`src/rtl/pipe_control.sv`:
```
// -----------------------------------------------------------------------------
// pipe_control
//   ID-stage control unit of the 5-stage CPU. Decodes the ID opcode into the
//   full control bundle, detects load-use hazards against the instruction in
//   EX, and registers the bundle into the ID/EX pipeline register. Flush and
//   hold from outside the block override the normal update. A saturating
//   counter tracks how many cycles were lost to load-use stalls.
//
// Ports
//   clk            rising-edge clock
//   reset_n        asynchronous active-low reset
//   opCode_id      ID opcode (instr[31:21])
//   valid_id       ID holds a real instruction
//   rn_id/rm_id/rt_id  register fields of the ID instruction
//   flush          squash the ID instruction (taken branch resolved)
//   hold           freeze ID/EX (downstream memory stall)
//   Reg2Loc_id     combinational register-file read-mux select
//   stall_id       combinational freeze of PC and IF/ID
//   *_ex           registered control bundle in EX
//   rd_ex          registered destination register (rt of the ID instruction)
//   stall_cnt      saturating count of load-use stall cycles
// -----------------------------------------------------------------------------
module pipe_control #(
  parameter int OPW  = 11,
  parameter int RAW  = 5,
  parameter int ZREG = 31,
  parameter int CNTW = 16
) (
  input  logic            clk,
  input  logic            reset_n,
  input  logic [OPW-1:0]  opCode_id,
  input  logic            valid_id,
  input  logic [RAW-1:0]  rn_id,
  input  logic [RAW-1:0]  rm_id,
  input  logic [RAW-1:0]  rt_id,
  input  logic            flush,
  input  logic            hold,
  output logic            Reg2Loc_id,
  output logic            stall_id,
  output logic            valid_ex,
  output logic            MemToReg_ex,
  output logic            BrTaken_ex,
  output logic            RegWriteEn_ex,
  output logic            MemWrite_ex,
  output logic            UncondBr_ex,
  output logic            shiftDir_ex,
  output logic            MemReadEn_ex,
  output logic            illegal_ex,
  output logic [1:0]      ALUOp_ex,
  output logic [2:0]      ALUSrc_ex,
  output logic [RAW-1:0]  rd_ex,
  output logic [CNTW-1:0] stall_cnt
);

  typedef struct packed {
    logic           valid;
    logic           mem_to_reg;
    logic           br_taken;
    logic           reg_write;
    logic           mem_write;
    logic           uncond_br;
    logic           shift_dir;
    logic           mem_read;
    logic           illegal;
    logic [1:0]     alu_op;
    logic [2:0]     alu_src;
    logic [RAW-1:0] rd;
  } ex_bundle_t;

  logic [10:0]     op;
  ex_bundle_t      dec;
  logic            dec_reg2loc;
  logic            use_rn;
  logic            use_s2;
  logic [RAW-1:0]  src2;
  logic            src_hit;
  logic            stall;

  ex_bundle_t      ex_d, ex_q;
  logic [CNTW-1:0] cnt_d, cnt_q;

  assign op = opCode_id[10:0];

  // ---- ID stage: decode ----------------------------------------------------
  always_comb begin
    dec         = '0;
    dec_reg2loc = 1'b0;
    use_rn      = 1'b0;
    use_s2      = 1'b0;
    casez (op)
      11'b1???1011000: begin  // R-type; op[7] picks the alternate operand path
        dec_reg2loc   = 1'b1;
        dec.reg_write = 1'b1;
        dec.alu_op    = 2'b10;
        dec.alu_src   = op[7] ? 3'b011 : 3'b000;
        use_rn        = 1'b1;
        use_s2        = 1'b1;
      end
      11'b1001000100?: begin  // ADDI
        dec_reg2loc   = 1'b1;
        dec.reg_write = 1'b1;
        dec.alu_op    = 2'b10;
        dec.alu_src   = 3'b001;
        use_rn        = 1'b1;
      end
      11'b1101001101?: begin  // LSL/LSR; op[0]=1 is LSL (shift left -> dir 0)
        dec_reg2loc   = 1'b1;
        dec.reg_write = 1'b1;
        dec.alu_op    = 2'b10;
        dec.alu_src   = 3'b010;
        dec.shift_dir = ~op[0];
        use_rn        = 1'b1;
      end
      11'b111110000?0: begin  // LDUR (op[1]=1) / STUR (op[1]=0)
        dec.alu_src    = 3'b100;
        dec.mem_to_reg = op[1];
        dec.reg_write  = op[1];
        dec.mem_read   = op[1];
        dec.mem_write  = ~op[1];
        use_rn         = 1'b1;
        use_s2         = ~op[1];  // STUR reads the store data through rt
      end
      11'b???101?????: begin  // branches; op[10:9]=00 is B, 10 is CBZ
        dec_reg2loc   = op[9];
        dec.br_taken  = 1'b1;
        dec.uncond_br = (op[10:9] == 2'b00);
        dec.alu_op    = op[9:8];
        dec.alu_src   = {(op[10:9] == 2'b00), 2'b00};
        use_s2        = (op[10:9] == 2'b10);
      end
      default: dec.illegal = 1'b1;
    endcase
    dec.valid = 1'b1;
    dec.rd    = rt_id;
    if (!valid_id) begin
      dec = '0;
    end
  end

  assign Reg2Loc_id = dec_reg2loc;

  // Load-use hazard: EX holds a load whose destination feeds an ID source.
  always_comb begin
    src2    = dec_reg2loc ? rm_id : rt_id;
    src_hit = (use_rn && (rn_id == ex_q.rd)) || (use_s2 && (src2 == ex_q.rd));
    stall   = ~flush & valid_id & ex_q.valid & ex_q.mem_read &
              (ex_q.rd != RAW'(ZREG)) & src_hit;
  end

  assign stall_id = stall;

  // ---- ID/EX boundary ------------------------------------------------------
  always_comb begin
    ex_d = dec;
    if (flush) begin
      ex_d = '0;
    end else if (hold) begin
      ex_d = ex_q;
    end else if (stall) begin
      ex_d = '0;
    end
  end

  // A held stall is the same lost cycle, so it is counted once on release.
  always_comb begin
    cnt_d = cnt_q;
    if (stall && !hold && !(&cnt_q)) begin
      cnt_d = cnt_q + CNTW'(1);
    end
  end

  always_ff @(posedge clk or negedge reset_n) begin
    if (!reset_n) begin
      ex_q  <= '0;
      cnt_q <= '0;
    end else begin
      ex_q  <= ex_d;
      cnt_q <= cnt_d;
    end
  end

  // ---- EX stage outputs ----------------------------------------------------
  assign valid_ex      = ex_q.valid;
  assign MemToReg_ex   = ex_q.mem_to_reg;
  assign BrTaken_ex    = ex_q.br_taken;
  assign RegWriteEn_ex = ex_q.reg_write;
  assign MemWrite_ex   = ex_q.mem_write;
  assign UncondBr_ex   = ex_q.uncond_br;
  assign shiftDir_ex   = ex_q.shift_dir;
  assign MemReadEn_ex  = ex_q.mem_read;
  assign illegal_ex    = ex_q.illegal;
  assign ALUOp_ex      = ex_q.alu_op;
  assign ALUSrc_ex     = ex_q.alu_src;
  assign rd_ex         = ex_q.rd;
  assign stall_cnt     = cnt_q;

endmodule

```
`config.mk`:
```
export PLATFORM = sky130hd
export DESIGN_NAME = pipe_control
export DESIGN_NICKNAME = d
export VERILOG_FILES = /design/src/rtl/pipe_control.sv
export SDC_FILE = /design/constraint.sdc
export NUM_CORES = 1
export LEC_CHECK = 0
export BUFFER_PORTS_ARGS = -buffer_cell sky130_fd_sc_hd__buf_2
export CORE_UTILIZATION = 55
export DETAILED_ROUTE_END_ITERATION = 10
export GPL_ROUTABILITY_DRIVEN = 0
export HOLD_SLACK_MARGIN = 0.12
export PLACE_DENSITY = 0.86
export SLEW_MARGIN = 20
export SYNTH_ARGS = -nofsm -noshare
export SYNTH_HDL_FRONTEND = slang
export SYNTH_SLANG_ARGS = --single-unit
```
`constraint.sdc`:
```
create_clock -name clk -period 6.2 [get_ports clk]
set_input_delay 1.24 -clock clk [delete_from_list [all_inputs] [get_ports clk]]
set_output_delay 1.24 -clock clk [all_outputs]
set_load 0.03 [all_outputs]
```
### Word-level counts from Yosys, hierarchy flattened

Cells that the tools add are included.
Widths: inputs -> output; s select.

| operators by class | value |
|---|---|
| equal/unequal tests | 10 |
| add/subtract/negate cells | 1 |
| bitwise gates (word level) | 8 |
| reduce and logical (&&, ||, !) cells | 12 |
| mux-type cells | 18 |

Operators by type and width:

| kind | number |
|---|---|
| $mux 19 | 4 |
| $eq 10x10->1 const B | 3 |
| $add 16x1->16 const B | 1 |
| $reduce_and 16->1 | 1 |
| $pmux 3 s5 | 1 |
| $eq 5x5->1 | 2 |
| $eq 8x8->1 const B | 1 |
| $mux 1 | 7 |
| $and 1x1->1 | 5 |
| $mux 5 | 1 |
| $ne 5x5->1 const B | 1 |
| $reduce_or 5->1 | 1 |
| $logic_and 1x1->1 | 4 |
| $pmux 1 s2 | 2 |
| $pmux 2 s2 | 1 |
| $reduce_or 4->1 | 1 |
| $eq 3x3->1 const B | 1 |
| $not 1->1 | 3 |
| $pmux 1 s3 | 1 |
| $reduce_or 3->1 | 1 |
| $eq 2x2->1 const B | 1 |
| $logic_not 1->1 | 2 |
| $logic_not 2->1 | 1 |
| $mux 2 | 1 |
| 2 further kinds | 2 |

| storage, ports and cells | value |
|---|---|
| word-level logic and storage cells | 62 |
| input port bits | 31 |
| output and inout bits | 37 |
| bits in registers | 35 |

### Depth between registers and ports, before layout

| logic depth | value |
|---|---|
| depth after elaboration | 11 |
| mapped depth | 10 |
| gate-level depth less buffers | 8 |

### Least setup slack after synthesis

OpenSTA, ideal clock, no wires.

| path | value |
|---|---|
| path kind | input to output |
| start point | input opCode_id[9] |
| end point | output stall_id |
| data required time | 4.960 ns |
| stages on the path | 9 |
| path buffers | 2 |
| setup slack | 1.621 ns |
| arrival | 3.339 ns |
| cells stage by stage | buf_6 or3_4 a2111o_1 nand2_2 mux2i_1 a41oi_2 or2_1 buf_6 inv_4 |

| between the ends | value |
|---|---|
| longest elaborated chain between the ends | 8 |
| elaborated cells between the ends (all ways) | 15 |
| those cells by class | eq/ne: 5; mux: 4; bitwise: 1; reduce/logical: 5 |

Ends and longest elaborated chain:

| item | line | text |
|---|---|---|
| start: declaration | 31 | `input logic [OPW-1:0] opCode_id,` |
| $eq 10x10->1 | 90 | `casez (op)` |
| $reduce_or 3->1 (no line) | -- |  |
| $pmux 1 s2 * | 90 |  |
| named net Reg2Loc_id | 38 | `output logic Reg2Loc_id,` |
| $mux 5 * | 144 | `src2 = dec_reg2loc ? rm_id : rt_id;` |
| $eq 5x5->1 * | 145 | `src_hit = (use_rn && (rn_id == ex_q.rd)) \|\| (use_s2 && (src2 == ex_q.rd));` |
| $logic_and 1x1->1 * | 145 |  |
| $logic_or 1x1->1 * | 145 |  |
| $and 1x1->1 * | 147 | `(ex_q.rd != RAW'(ZREG)) & src_hit;` |
| end: declaration | 39 | `output logic stall_id,` |

Mark *: on every way through the listed nets, which the timed path passes. The rest lies on a longest branch.

### Worst setup path after layout

| path | value |
|---|---|
| start point | input opCode_id[9] |
| end point | output stall_id |

| between the ends | value |
|---|---|
| longest elaborated chain between the ends | 8 |
| elaborated cells between the ends (all ways) | 15 |
| those cells by class | eq/ne: 5; mux: 4; bitwise: 1; reduce/logical: 5 |

Ends and longest elaborated chain:

| item | line |
|---|---|
| $eq 10x10->1 | 90 |
| $reduce_or 3->1 (no line) | -- |
| $pmux 1 s2 | 90 |
| $mux 5 | 144 |
| $eq 5x5->1 | 145 |
| $logic_and 1x1->1 | 145 |
| $logic_or 1x1->1 * | 145 |
| $and 1x1->1 * | 147 |

Every way passes the cells marked *; elsewhere a longest branch is shown, timed or not.

==> results by group <==
Run
  • Maxcap violations: 0

Timing
  • RSZ-0062 raised after global routing: no
  • Least-Margin Pin Slew: 0.7203 ns
  • TNS Setup: 0 ns
  • Fmax: roughly 200 MHz
  • Clock Skew: between 0.003 and 0.004 ns
  • Final worst-path cycle share: 0.8090
  • Worst hold margin: roughly 0.48 ns
  • Final Hold Viols: 0
  • Setup slack after layout: 1.184 ns
  • Min Tclk post-route: between 5 and 6 ns
  • Final Max Tran Viols: 0
  • Headroom to the max-slew limit: 0.5198
  • Setup violations, final: 0

Final layout
  • Area Growth Syn to Fin: 20.13%
  • Commonest non-fill, non-tap cell in the layout: buf_2
  • Final nets: around 310
  • Ant diodes: 0
  • Fill cells: 293
  • Layout cell share with drive strength beyond 1: 0.3443
  • Most frequent cells in the layout: 67 x buf_2, 34 x dfrtp_1, 18 x nand2_1, 16 x xor2_1, 13 x nand3_1
  • Post-layout util: 0.6852

Global routing
  • Total gr overflow: 0
  • First-pass GRT wire length: slightly above 8 mm
  • Largest net degree at the start of global routing: 35
  • Initial antenna violation count: 0
  • Gr usage total: 0.2627
  • Vias in the first global route: between 1,500 and 2,000

CTS
  • # hold bufs at CTS: 0
  • Root Buffer: clkbuf_8
  • # clock sinks: 34
  • Total CTS buffers: 5
  • CTS tree: yes
  • Total number of H-tree levels: 2
  • Clock slew at reported path FFs: approximately 0.060 ns
  • Post-CTS Setup Repair Bufs: 0
  • Clock Latency Late Sink: between 0.2 and 0.3 ns
  • Post-CTS Resized: 0
  • Clock tree buffer depth: 2

Synthesis
  • Mapped Nets: around 240
  • #FFs+latches synth: 34
  • EDFF count, synth: 0
  • Sequential area share after synthesis: 0.4074
  • Asr flop ratio synth: 1.000
  • Post-Syn Instances: around 210
  • Synth unique cells: 57
  • Synth Flop Type: dfrtp_1
  • Synth Warn #: 0
  • Post-Syn Area: 2088 um2
  • Syn_area_per_cell: about 9.9 um2

Floorplanning
  • DIE WIDTH: about 64 um
  • Num ports: a little under 70
  • Initial core utilization: 0.5704
  • DIE HEIGHT: between 60 and 70 um
  • Total core area: roughly 3700 um2
  • Num rows: 22
  • DIE AREA: ~4000 um2

Worst hold path
  • HP Class: reg2reg

Power and ir drop
  • Cell Pwr Density: 173.8 nW/um2
  • LEAKAGE: about 1.2 nW
  • Peak supply drop: around 0.00016 V
  • Tot Pwr: 0.4361 mW

Setup path
  • Required @ worst endpoint: slightly below 5 ns
  • Max incr delay on CP: 0.47 ns
  • WS Path Type: in2out
  • CP Launch Type: input pin
  • Critical path capture point type: primary output
  • Max FO, Critical Path: 16
  • Slowest stage cell, crit path: a2111o_1
  • Worst Path Arrival: roughly 3.8 ns
  • Critical path, cell by cell: buf_2 -> or3_4 -> a2111o_1 -> nand2_2 -> mux2i_1 -> a41oi_2 -> buf_4 -> or2_1 -> inv_4 -> buf_2
  • Cell mode on critical path: buf_2

Detailed routing
  • Avg WL per Cell: 15.33 um
  • Final ANT Viol Nets: 0
  • DR vias/cell: 5.953
  • Drt drc: 0
  • DR pass1 iterations: 4
  • Final wirelength: ~5 mm
  • Via total after detailed routing: about 1,900
  • DR iter-0 viols: 193

Place
  • Hpwl dp: 3.732 mm
  • Setup WS pre-CTS: 1.214 ns
  • Port Buffer Count: 67

Run status
  • Status: complete, no violations
-- through the flow --
stage	std cells	instance area, um2
final	321	2509
after global routing	321	2509
after CTS	321	2506
after detailed placement	315	2424
after global placement	315	2424
after floorplan	211	2088
-- path summary, 6_finish.rpt --
check | startpoint | endpoint | slack [ns] | depth (start not counted)
max | opCode_id[9] | stall_id | 1.18 | 10
min | stall_cnt[15]$_DFFE_PN0P_ | stall_cnt[15]$_DFFE_PN0P_ | 0.48 | 1
max reg2reg | rd_ex[4]$_DFFE_PN0P_ | ALUOp_ex[0]$_DFFE_PN0P_ | 3.70 | 7
min reg2reg | stall_cnt[15]$_DFFE_PN0P_ | stall_cnt[15]$_DFFE_PN0P_ | 0.48 | 1
max in group asynchronous | reset_n | ALUOp_ex[0]$_DFFE_PN0P_ | 4.73 | 1
min in group asynchronous | reset_n | stall_cnt[7]$_DFFE_PN0P_ | 1.01 | 1
-- kinds of logic after synthesis --
kind of cell	after synthesis	share of synthesized area
simple gates	91	0.2684
mux	2	0.01019
xor+xnor	24	0.1007
fa+ha+maj	1	0.005991
compound gates	41	0.1630
buf+inv	18	0.04434
flops	34	0.4074
-- synth_stat cells, drive strengths merged, types with 4 or more instances --
cell type | count | area, um2
nand2 | 19 | 73.82
nand4 | 4 | 25.02
nand2b | 5 | 31.28
nor2 | 7 | 26.28
clkbuf | 5 | 18.77
buf | 7 | 48.79
dfrtp | 34 | 850.8
nor3 | 12 | 100.1
nand3 | 13 | 65.06
xor2 | 16 | 140.1
nor4 | 4 | 31.28
xnor2 | 8 | 70.07
inv | 6 | 25.03
o21ai | 10 | 50.05
nor2b | 5 | 31.28
a32o | 7 | 70.07
-- cell type report --
class,count,area [um2],area share
multi-input combinational,159,1147,0.4574
sequential,34,850.8,0.3392
timing repair buffer,68,342.8,0.1367
clock buffer,6,82.58,0.03292
tap,48,60.06,0.02394
inverter,6,25.02,0.009975
-- worst max-delay path, delay by kind of cell --
family	cells	cell delay (ns)
buffers and inverters	4	0.77
AO/OA/AOI/OAI	2	0.61
multiplexers	1	0.24
AND/OR/NAND/NOR	3	0.92
-- sequential cells by signal, indices dropped and copies added, names as in the netlist, 2 cells and up --
name	flops
stall_cnt	16
ALUSrc_ex	3
rd_ex	5
ALUOp_ex	2
-- routing by layer --
layer | share of wire | GRT usage
met1 | 0.45 | 0.3734
met4 | 0.018 | 0.09659
met3 | 0.067 | 0.07065
met2 | 0.46 | 0.3803
met5 | 0 | 0
-- report_power, final --
part           leakage [nW]  internal [mW]  switching (mW)
sequential            0.472          0.224         0.00342
clock                0.0431         0.0854          0.0708
combinational         0.728         0.0203          0.0320
No activity file was read; power rests on OpenSTA's default activity.
